===== src/rtl/instr_fetch_buffer.sv =====
// Fetch stage: issues the PC to a 1-cycle synchronous instruction memory and queues
// the returned {instr, pc} pairs in a small FIFO toward decode, with redirect flush.
module instr_fetch_buffer #(
  parameter int          DEPTH    = 2,
  parameter logic [31:0] NOP_WORD = 32'h0000_0000
) (
  input  logic                     clk,
  input  logic                     rst,
  input  logic [31:0]              pc_in,
  output logic                     pc_hold,
  output logic [31:0]              imem_addr,
  output logic                     imem_req,
  input  logic [31:0]              imem_rdata,
  input  logic                     redirect,
  output logic                     id_valid,
  input  logic                     id_ready,
  output logic [31:0]              id_instr,
  output logic [31:0]              id_pc,
  output logic [25:0]              id_jump_target,
  output logic [31:0]              id_branch_off,
  output logic [$clog2(DEPTH):0]   occupancy
);

  localparam int PW = $clog2(DEPTH);

  logic [31:0]   instr_mem [DEPTH];
  logic [31:0]   pc_mem    [DEPTH];
  logic [PW-1:0] rd_ptr;
  logic [PW-1:0] wr_ptr;
  logic [PW:0]   count;
  logic          inflight;
  logic [31:0]   req_pc;

  logic          pop;
  logic          push;
  logic [PW+1:0] credit_use;

  assign pop  = id_valid && id_ready;
  assign push = inflight && !redirect;

  // A read is only issued when its word is guaranteed a slot on arrival,
  // so the FIFO can never overflow even with decode stalled.
  assign credit_use = {1'b0, count} + {{(PW + 1){1'b0}}, inflight}
                    - {{(PW + 1){1'b0}}, pop};
  assign imem_req   = !rst && !redirect && (credit_use < (PW + 2)'(DEPTH));
  assign pc_hold    = !imem_req;
  assign imem_addr  = pc_in;

  always_ff @(posedge clk or posedge rst) begin
    if (rst) begin
      rd_ptr   <= '0;
      wr_ptr   <= '0;
      count    <= '0;
      inflight <= 1'b0;
      req_pc   <= '0;
    end else begin
      inflight <= imem_req;
      req_pc   <= pc_in;
      if (redirect) begin
        rd_ptr <= '0;
        wr_ptr <= '0;
        count  <= '0;
      end else begin
        if (push) wr_ptr <= wr_ptr + 1'b1;
        if (pop)  rd_ptr <= rd_ptr + 1'b1;
        if (push && !pop)
          count <= count + 1'b1;
        else if (!push && pop)
          count <= count - 1'b1;
      end
    end
  end

  // Storage needs no reset: entries are only observed while count says they are live.
  always_ff @(posedge clk) begin
    if (push) begin
      instr_mem[wr_ptr] <= imem_rdata;
      pc_mem[wr_ptr]    <= req_pc;
    end
  end

  assign id_valid = (count != '0);

  always_comb begin
    id_instr = NOP_WORD;
    id_pc    = '0;
    if (id_valid) begin
      id_instr = instr_mem[rd_ptr];
      id_pc    = pc_mem[rd_ptr];
    end
  end

  assign id_jump_target = id_instr[25:0];
  assign id_branch_off  = {{16{id_instr[15]}}, id_instr[15:0]};
  assign occupancy      = count;

endmodule


===== config.mk =====
export PLATFORM = sky130hd
export DESIGN_NAME = instr_fetch_buffer
export DESIGN_NICKNAME = d
export VERILOG_FILES = /design/src/rtl/instr_fetch_buffer.sv
export SDC_FILE = /design/constraint.sdc
export NUM_CORES = 1
export LEC_CHECK = 0
export ABC_CLOCK_PERIOD_IN_PS = 8400
export BUFFER_PORTS_ARGS = -buffer_cell sky130_fd_sc_hd__buf_2
export CORE_MARGIN = 3
export CORE_UTILIZATION = 35
export CTS_BUF_LIST = sky130_fd_sc_hd__clkbuf_8
export DETAILED_ROUTE_END_ITERATION = 8
export GPL_TIMING_DRIVEN = 1
export PLACE_DENSITY_LB_ADDON = 0.08
export SLEW_MARGIN = 10
export SYNTH_ARGS = -nofsm -noshare
export SYNTH_HDL_FRONTEND = slang
export SYNTH_SLANG_ARGS = --single-unit

===== constraint.sdc =====
create_clock -name clk -period 8.4 [get_ports clk]
set_input_delay 2.1 -clock clk [delete_from_list [all_inputs] [get_ports clk]]
set_output_delay 2.1 -clock clk [all_outputs]
set_load 0.02 [all_outputs]

## After elaboration in Yosys (flattened, before gate mapping)

Memory sizes are Yosys's and may differ from the RTL's.
Cells that the tools add are included.

| word-level totals | value |
|---|---|
| bits in writable memories | 128 |
| flip-flop bits (word level) | 37 |
| word-level logic and storage cells | 40 |
| output and inout bits | 159 |
| input bits | 68 |
| memories kept | 2 |

| cells by class | value |
|---|---|
| order comparisons | 1 |
| $add $sub $neg | 6 |
| multiplexer cells | 11 |
| reduce and logical (&&, ||, !) cells | 15 |

Memory list:

| memory | words | bits a word | read ports | clocked after Yosys merged registers in | write ports | line | text |
|---|---|---|---|---|---|---|---|
| instr_mem | 2 | 32 | 1 | 0 | 1 | 26 | `logic [31:0] instr_mem [DEPTH];` |
| pc_mem | 2 | 32 | 1 | 0 | 1 | 27 | `logic [31:0] pc_mem [DEPTH];` |

Operator list:

| cell | number |
|---|---|
| $mux W32 | 2 |
| $logic_and A1 B1 Y1 | 6 |
| $mux W1 | 6 |
| $mux W2 | 3 |
| $reduce_bool A2 Y1 | 3 |
| $logic_not A1 Y1 | 5 |
| $add A2 B1 Y3 | 1 |
| $lt A3 B2 Y1 const B | 1 |
| $reduce_bool A3 Y1 | 1 |
| $sub A3 B1 Y3 | 1 |
| $add A1 B1 Y1 const B | 2 |
| $add A2 B1 Y2 const B | 1 |
| $sub A2 B1 Y2 const B | 1 |

## Logic depth before layout (Yosys ltp)

Gate-level depths: netlist of run 1.

| logic depth | value |
|---|---|
| depth after elaboration | 7 |
| gate-level depth with buffers | 8 |

## Least setup slack after synthesis of run 1

No wires, ideal clock.

| path | value |
|---|---|
| path type | input-to-output |
| start point | input id_ready |
| end point | output imem_req |
| path buffers | 0 |
| stages on the path | 8 |
| required time | 6.300 ns |
| data arrival time | 3.638 ns |
| path slack | 2.662 ns |
| cell sequence | o21ai_0 > inv_1 > ha_1 > nand2b_1 > fa_1 > xnor2_1 > nand3_1 > inv_1 |

| on the way | value |
|---|---|
| cells in the longest elaborated chain, start to end | 4 |

RTL lines:

| what | line | text |
|---|---|---|
| start: declaration | 16 | `input logic id_ready,` |
| $logic_and A1 B1 Y1 | 38 | `assign pop = id_valid && id_ready;` |
| $sub A3 B1 Y3 | 44 | `- {{(PW + 1){1'b0}}, pop};` |
| $lt A3 B2 Y1 | 45 | `assign imem_req = !rst && !redirect && (credit_use < (PW + 2)'(DEPTH));` |
| $logic_and A1 B1 Y1 | 45 |  |
| end: declaration | 12 | `output logic imem_req,` |

Every way passes these cells.

## Worst setup path in the final report of run 1

Ends and elaborated chain as after synthesis.

==> results of run 1 <==
-- final cells by class --
type                       count  area, sq um  area share [%]
sequential                   165         4770            61.9
clock buffer                  18          248            3.21
multi-input combinational    152         1070            13.9
inverter                       8         30.0           0.389
tap                          229          287            3.71
clock inverter                14          141            1.83
timing repair buffer         231         1170            15.1
-- per-layer routing --
metal  up-vias  GRT usage, %
met4         0          4.61
li1       1694             -
met2       170          20.7
met1      1706          14.7
met3        12          3.29
met5         -             0
-- state kept, by name (all words and copies together) (netlist names) --
name / flops
pc_mem: 64
req_pc: 32
wr_ptr: 1
occupancy: 2
rd_ptr: 1
inflight: 1
instr_mem: 64
-- per-stage QoR --
step	hold slack (ns)	std cells	setup slack (ns)	utilization [%]
2_1_floorplan	0.420	429	2.66	-
3_3_place_gp	0.421	785	2.52	40.0
3_5_place_dp	0.428	785	2.49	40.0
4_1_cts	0.442	817	2.48	42.1
5_1_grt	0.452	817	2.32	42.1
6_report	0.441	817	2.49	42.1
-- critical path, cell delays in order --
cell and delay (ns):
buf_2 0.12, o21ai_0 0.13, inv_1 0.08, ha_1 0.26
nand2b_1 0.15, fa_1 0.38, xnor2_1 0.14, nand3_1 0.16
inv_1 0.11, buf_2 0.17
-- logic make-up (layout without fill, tap and decap cells) --
family	count (synthesis)	after routing	synth area share, %
flops	165	165	71.6
buf+inv	112	271	12.7
simple gates	77	77	4.55
mux	65	65	9.77
compound gates	5	5	0.526
xor+xnor	3	3	0.395
fa+ha+maj	2	2	0.488
-- layout by cell type, fill, tap and decap left out, types with 2 or more instances in the layout --
cell type,n
buf_2,226
edfxtp_1,128
nor2_1,67
mux2i_1,65
dfrtp_1,36
clkbuf_8,18
inv_1,8
inv_6,5
buf_4,5
clkinvlp_4,4
nor2_4,3
clkinv_4,3
nand2b_1,2
o21ai_0,2
xnor2_1,2
-- worst paths after layout --
check	startpoint	end	slack (ns)	cells after the start
worst max-delay path	id_ready	imem_req	2.49	10
worst min-delay path	req_pc[29]	pc_mem[0][29]	0.44	0
worst max register to register	inflight	pc_mem[0][12]	5.92	3
worst min register to register	req_pc[29]	pc_mem[0][29]	0.44	0
max in group asynchronous	rst	req_pc[8]	5.86	3
min in group asynchronous	rst	wr_ptr	1.76	2
-- power by group through the flow --
stage / Clock, uW / Sequential (uW) / Combinational (uW)
after detailed placement: 0 / 939 / 167
final: 552 / 920 / 162
after global placement: 0 / 937 / 166
after global routing: 615 / 923 / 178
after floorplan: 0 / 933 / 133
after CTS: 579 / 920 / 167
==> results by group, run 1 <==
Status
  – Status: complete, no violations

CTS
  – Post-CTS Hold Fix Bufs: 0
  – Setup Buffers After CTS: 0
  – TritonCTS Buffers: 17
  – CTS tree: built
  – PostCTS Resize Cnt: 0
  – Clk slew on worst S/H paths: 0.09 ns
  – Skew-Pair Late Insertion Delay: 0.44 ns
  – H-Tree Depth: 4
  – CTS root buf: clkbuf_8
  – CTS max path bufs: 2
  – Sink Count: 165

Timing
  – Part of the cycle the worst path needs: 70.3%
  – Unrepaired setup endpoints after global routing: false
  – Final Max Tran Viols: 0
  – Fin. Hold Viols: 0
  – Final min period: 5.91 ns
  – F_max: roughly 170 MHz
  – Setup TNS: 0 ns
  – Worst Tran Pin Value: 1.11 ns
  – Worst relative slew slack: 25.8%
  – Setup Skew: 0.00852 ns
  – Final setup fails: 0

Synthesis
  – Syn Area/Cell: 15.5 sq um
  – Synth top area share: 57.7%
  – Net Count, Synth: around 500
  – Flops & latches, synth: 165
  – Post-synth EDFFs: 128
  – Library cells used by synthesis: 22
  – Post-synth top area cell: edfxtp_1
  – Cell area after synthesis: 6660 sq um
  – Post-Syn Instances: 429
  – Top cells by count, synth: edfxtp_1, buf_4, nor2_1
  – Number of synthesis warnings: 0
  – Cells taking the most area after synthesis: edfxtp_1, dfrtp_1, buf_4, mux2i_1, nor2_1
  – Top_reg_cell synth: edfxtp_1
  – Seq/Total Area, Yosys: 71.6%
  – Top-count cell post-synth: edfxtp_1
  – FFs w/ async S/R, synth: 22.4%

Setup path
  – Worst Path Max Fanout: 5
  – Setup crit end kind: output port
  – Critical Path AT: roughly 3.8 ns
  – CP startpoint kind: input pin
  – Worst Path Required: about 6.3 ns
  – WS Path Type: in -> out

Routing
  – Vias: roughly 3.6k
  – Met2 WL post-DR: approximately 6000 um
  – DR top layer: met4
  – Routed wire length: 12,600 um
  – Average wire per standard cell: 15.4 um
  – Post-DRT Antenna Nets: 0
  – WL met3: approximately 920 um
  – Post-DR vias/cell: approximately 4.4
  – Initial DRC Count: about 170
  – DRC Markers: 0
  – Drt pass-1 iters: 4
  – WL met1: 5270 um

Cells and area
  – Final instance area: 7720 sq um
  – Final nets: 645
  – Filler instances: 1,706
  – # diodes: 0
  – Layout cell share with drive strength beyond 1: 45.7%
  – Synth-to-layout area growth: 15.9%

Die
  – Row cnt: 49
  – Die width: 144 um
  – Die H: 144 um
  – Core area: around 18,000 sq um
  – Effective utilization at floorplan: 36.3%
  – Total die area: just over 20,000 sq um
  – Io pins: 227

Power and ir drop
  – Clock power frac: 33.8%
  – Switching power: roughly 420 uW
  – Comb pwr share: 9.9%
  – P_leak: approximately 0.0032 uW
  – Sequential share of power: 56.3%
  – Worst vdd ir: between 80 and 90 uV
  – Internal: 1210 uW
  – PD cells: about 210 nW/um^2
  – Final total power: 1630 uW
  – Net Sw Frac: 25.9%

Placement
  – Area after DPL: 7330 sq um
  – Post-DP HPWL: 8050 um
  – Gpl congestion: a little under 0.7
  – Number of port buffers: 226

Global route
  – Grt ovf: 0
  – Initial antenna violation count: 0
  – Total GRT Usage: 12.1%
  – First-pass GRT wire length: 18,800 um
  – Pin count of the biggest net entering global routing: 38
  – Vias in the first global route: 3,607

Min path
  – Hold Crit Class: reg -> reg

Job
  – Max-cap violation count: 0
Power figures use the tool's default switching activity.
==> run 2: changes to the inputs <==
--- a/config.mk
+++ b/config.mk
@@ -5,7 +5,7 @@
 export SDC_FILE = /design/constraint.sdc
 export NUM_CORES = 1
 export LEC_CHECK = 0
-export ABC_CLOCK_PERIOD_IN_PS = 8400
+export ABC_CLOCK_PERIOD_IN_PS = 5400
 export BUFFER_PORTS_ARGS = -buffer_cell sky130_fd_sc_hd__buf_2
 export CORE_MARGIN = 3
 export CORE_UTILIZATION = 35
==> constraint.sdc (replaced) <==
create_clock -name clk -period 5.4 [get_ports clk]
set_input_delay 1.35 -clock clk [delete_from_list [all_inputs] [get_ports clk]]
set_output_delay 1.35 -clock clk [all_outputs]
set_load 0.02 [all_outputs]
==> results by group, run 2 (synthesized netlist as in run 1, its figures left out) <==
Global route
  – Total GRT Usage: 12.0%
  – Grt ovf: 0
  – Vias in the first global route: roughly 3.6k
  – Pin count of the biggest net entering global routing: 65
  – First-pass GRT wire length: 18,500 um
  – Initial antenna violation count: 0

Timing
  – Fin. Hold Viols: 0
  – Part of the cycle the worst path needs: 82.1%
  – Final Max Tran Viols: 0
  – Setup TNS: 0 ns
  – Final min period: 4.44 ns
  – F_max: 225 MHz
  – Worst Tran Pin Value: 0.947 ns
  – Worst relative slew slack: between 30% and 40%
  – Unrepaired setup endpoints after global routing: false
  – Setup Skew: between 0.01 and 0.015 ns
  – Final setup fails: 0

Cells and area
  – Top flop regs: instr_mem (64), pc_mem (64), req_pc (32)
  – Final nets: roughly 650
  – Most frequent cells in the layout: buf_2, edfxtp_1, nor2_1
  – Multi-input logic area: 1070 sq um
  – Layout cell share with drive strength beyond 1: 45.5%
  – Commonest non-fill, non-tap cell in the layout: buf_2
  – FF+latch area: 4770 sq um
  – Synth-to-layout area growth: 16.0%
  – Filler instances: 1,723
  – Final instance area: roughly 7700 sq um

CTS
  – Clk slew on worst S/H paths: ~0.1 ns
  – TritonCTS Buffers: 17
  – CTS max path bufs: 2
  – PostCTS Resize Cnt: 0
  – Skew-Pair Late Insertion Delay: 0.45 ns
  – Post-CTS Hold Fix Bufs: 0
  – H-Tree Depth: 4
  – Setup Buffers After CTS: 0
  – CTS tree: built
  – CTS root buf: clkbuf_8
  – Sink Count: about 170

Routing
  – Initial DRC Count: 123
  – Post-DR vias/cell: 4.39
  – DRC Markers: 0
  – Drt pass-1 iters: 4
  – Post-DRT Antenna Nets: 0
  – Vias: 3,595
  – Average wire per standard cell: about 15 um
  – Routed wire length: approximately 12,000 um

Min path
  – Hold Crit Class: reg -> reg

Die
  – Die H: about 140 um
  – Core area: 18,300 sq um
  – Row cnt: 49
  – Die width: 144 um
  – Effective utilization at floorplan: 36.3%
  – Total die area: between 20,000 and 25,000 sq um
  – Io pins: 227

Placement
  – Post-DP HPWL: 7740 um
  – Number of port buffers: 226
  – Gpl congestion: 0.673
  – Area after DPL: 7340 sq um

Power and ir drop
  – PD cells: 330 nW/um^2
  – Switching power: 640 uW
  – Sequential share of power: 56.1%
  – Clock power frac: 34.0%
  – Worst vdd ir: about 160 uV
  – Comb pwr share: 9.9%
  – P_leak: 0.00323 uW
  – Net Sw Frac: 25.1%
  – Internal: 1910 uW

Setup path
  – CP startpoint kind: input pin
  – Worst Path Max Fanout: 5
  – Setup crit end kind: output port
  – WS Path Type: in -> out
  – Critical Path AT: between 3 and 4 ns
  – Worst Path Required: 4.05 ns

Status
  – Status: complete, no violations

Job
  – Max-cap violation count: 0
-- run 2: power by group through the flow --
stage / combinational, uW / clock, uW / sequential [uW]
6_report: 253 / 866 / 1430
2_1_floorplan: 207 / 0 / 1450
3_5_place_dp: 259 / 0 / 1460
3_3_place_gp: 259 / 0 / 1460
4_1_cts: 260 / 908 / 1430
5_1_grt: 278 / 961 / 1440
-- run 2: per-layer routing --
metal / routed length (um) / part of all wire [%] / global-route usage (%) / vias up
met5: 0 / 0 / 0 / -
li1: - / - / - / 1697
met1: 5210 / 42 / 14.1 / 1714
met4: 193 / 1.5 / 4.81 / 0
met2: 6100 / 49 / 20.6 / 172
met3: 974 / 7.8 / 3.86 / 12
-- run 2: through the flow --
step	std cells	util, %	power [uW]	hold WS (ns)	setup slack, ns
finish	819	42.1	2550	0.432	0.964
global route	818	42.1	2670	0.449	0.841
CTS	818	42.1	2600	0.437	0.954
detailed placement	786	40.0	1720	0.429	0.963
global placement	786	40.0	1720	0.421	1.02
floorplan	429	-	1660	0.420	0.721
-- run 2: critical path, cell delays in order --
cell      delay (ns)
buf_2           0.12
o21ai_0         0.12
inv_1           0.09
ha_1            0.27
nand2b_1        0.16
fa_1            0.39
xnor2_1         0.14
nand3_1         0.16
inv_1           0.11
buf_2           0.17
-- run 2: worst paths after layout --
path / start / end / slack (ns) / cells after the start
setup / recovery: id_ready / imem_req / 0.96 / 10
hold reg to reg: req_pc[22] / pc_mem[1][22] / 0.43 / 0
max in group asynchronous: rst / req_pc[26] / 3.66 / 3
min in group asynchronous: rst / occupancy[1] / 0.97 / 2
setup reg to reg: occupancy[1] / inflight / 3.18 / 8
hold / removal: req_pc[22] / pc_mem[1][22] / 0.43 / 0
-- run 2: cell type report --
class | instances | area share (%)
Sequential cell | 165 | 61.8
Multi-Input combinational cell | 152 | 13.8
Tap cell | 229 | 3.71
Inverter | 8 | 0.389
Clock buffer | 17 | 3.03
Timing Repair Buffer | 232 | 15.2
Antenna cell | 1 | 0.0324
Clock inverter | 15 | 1.98
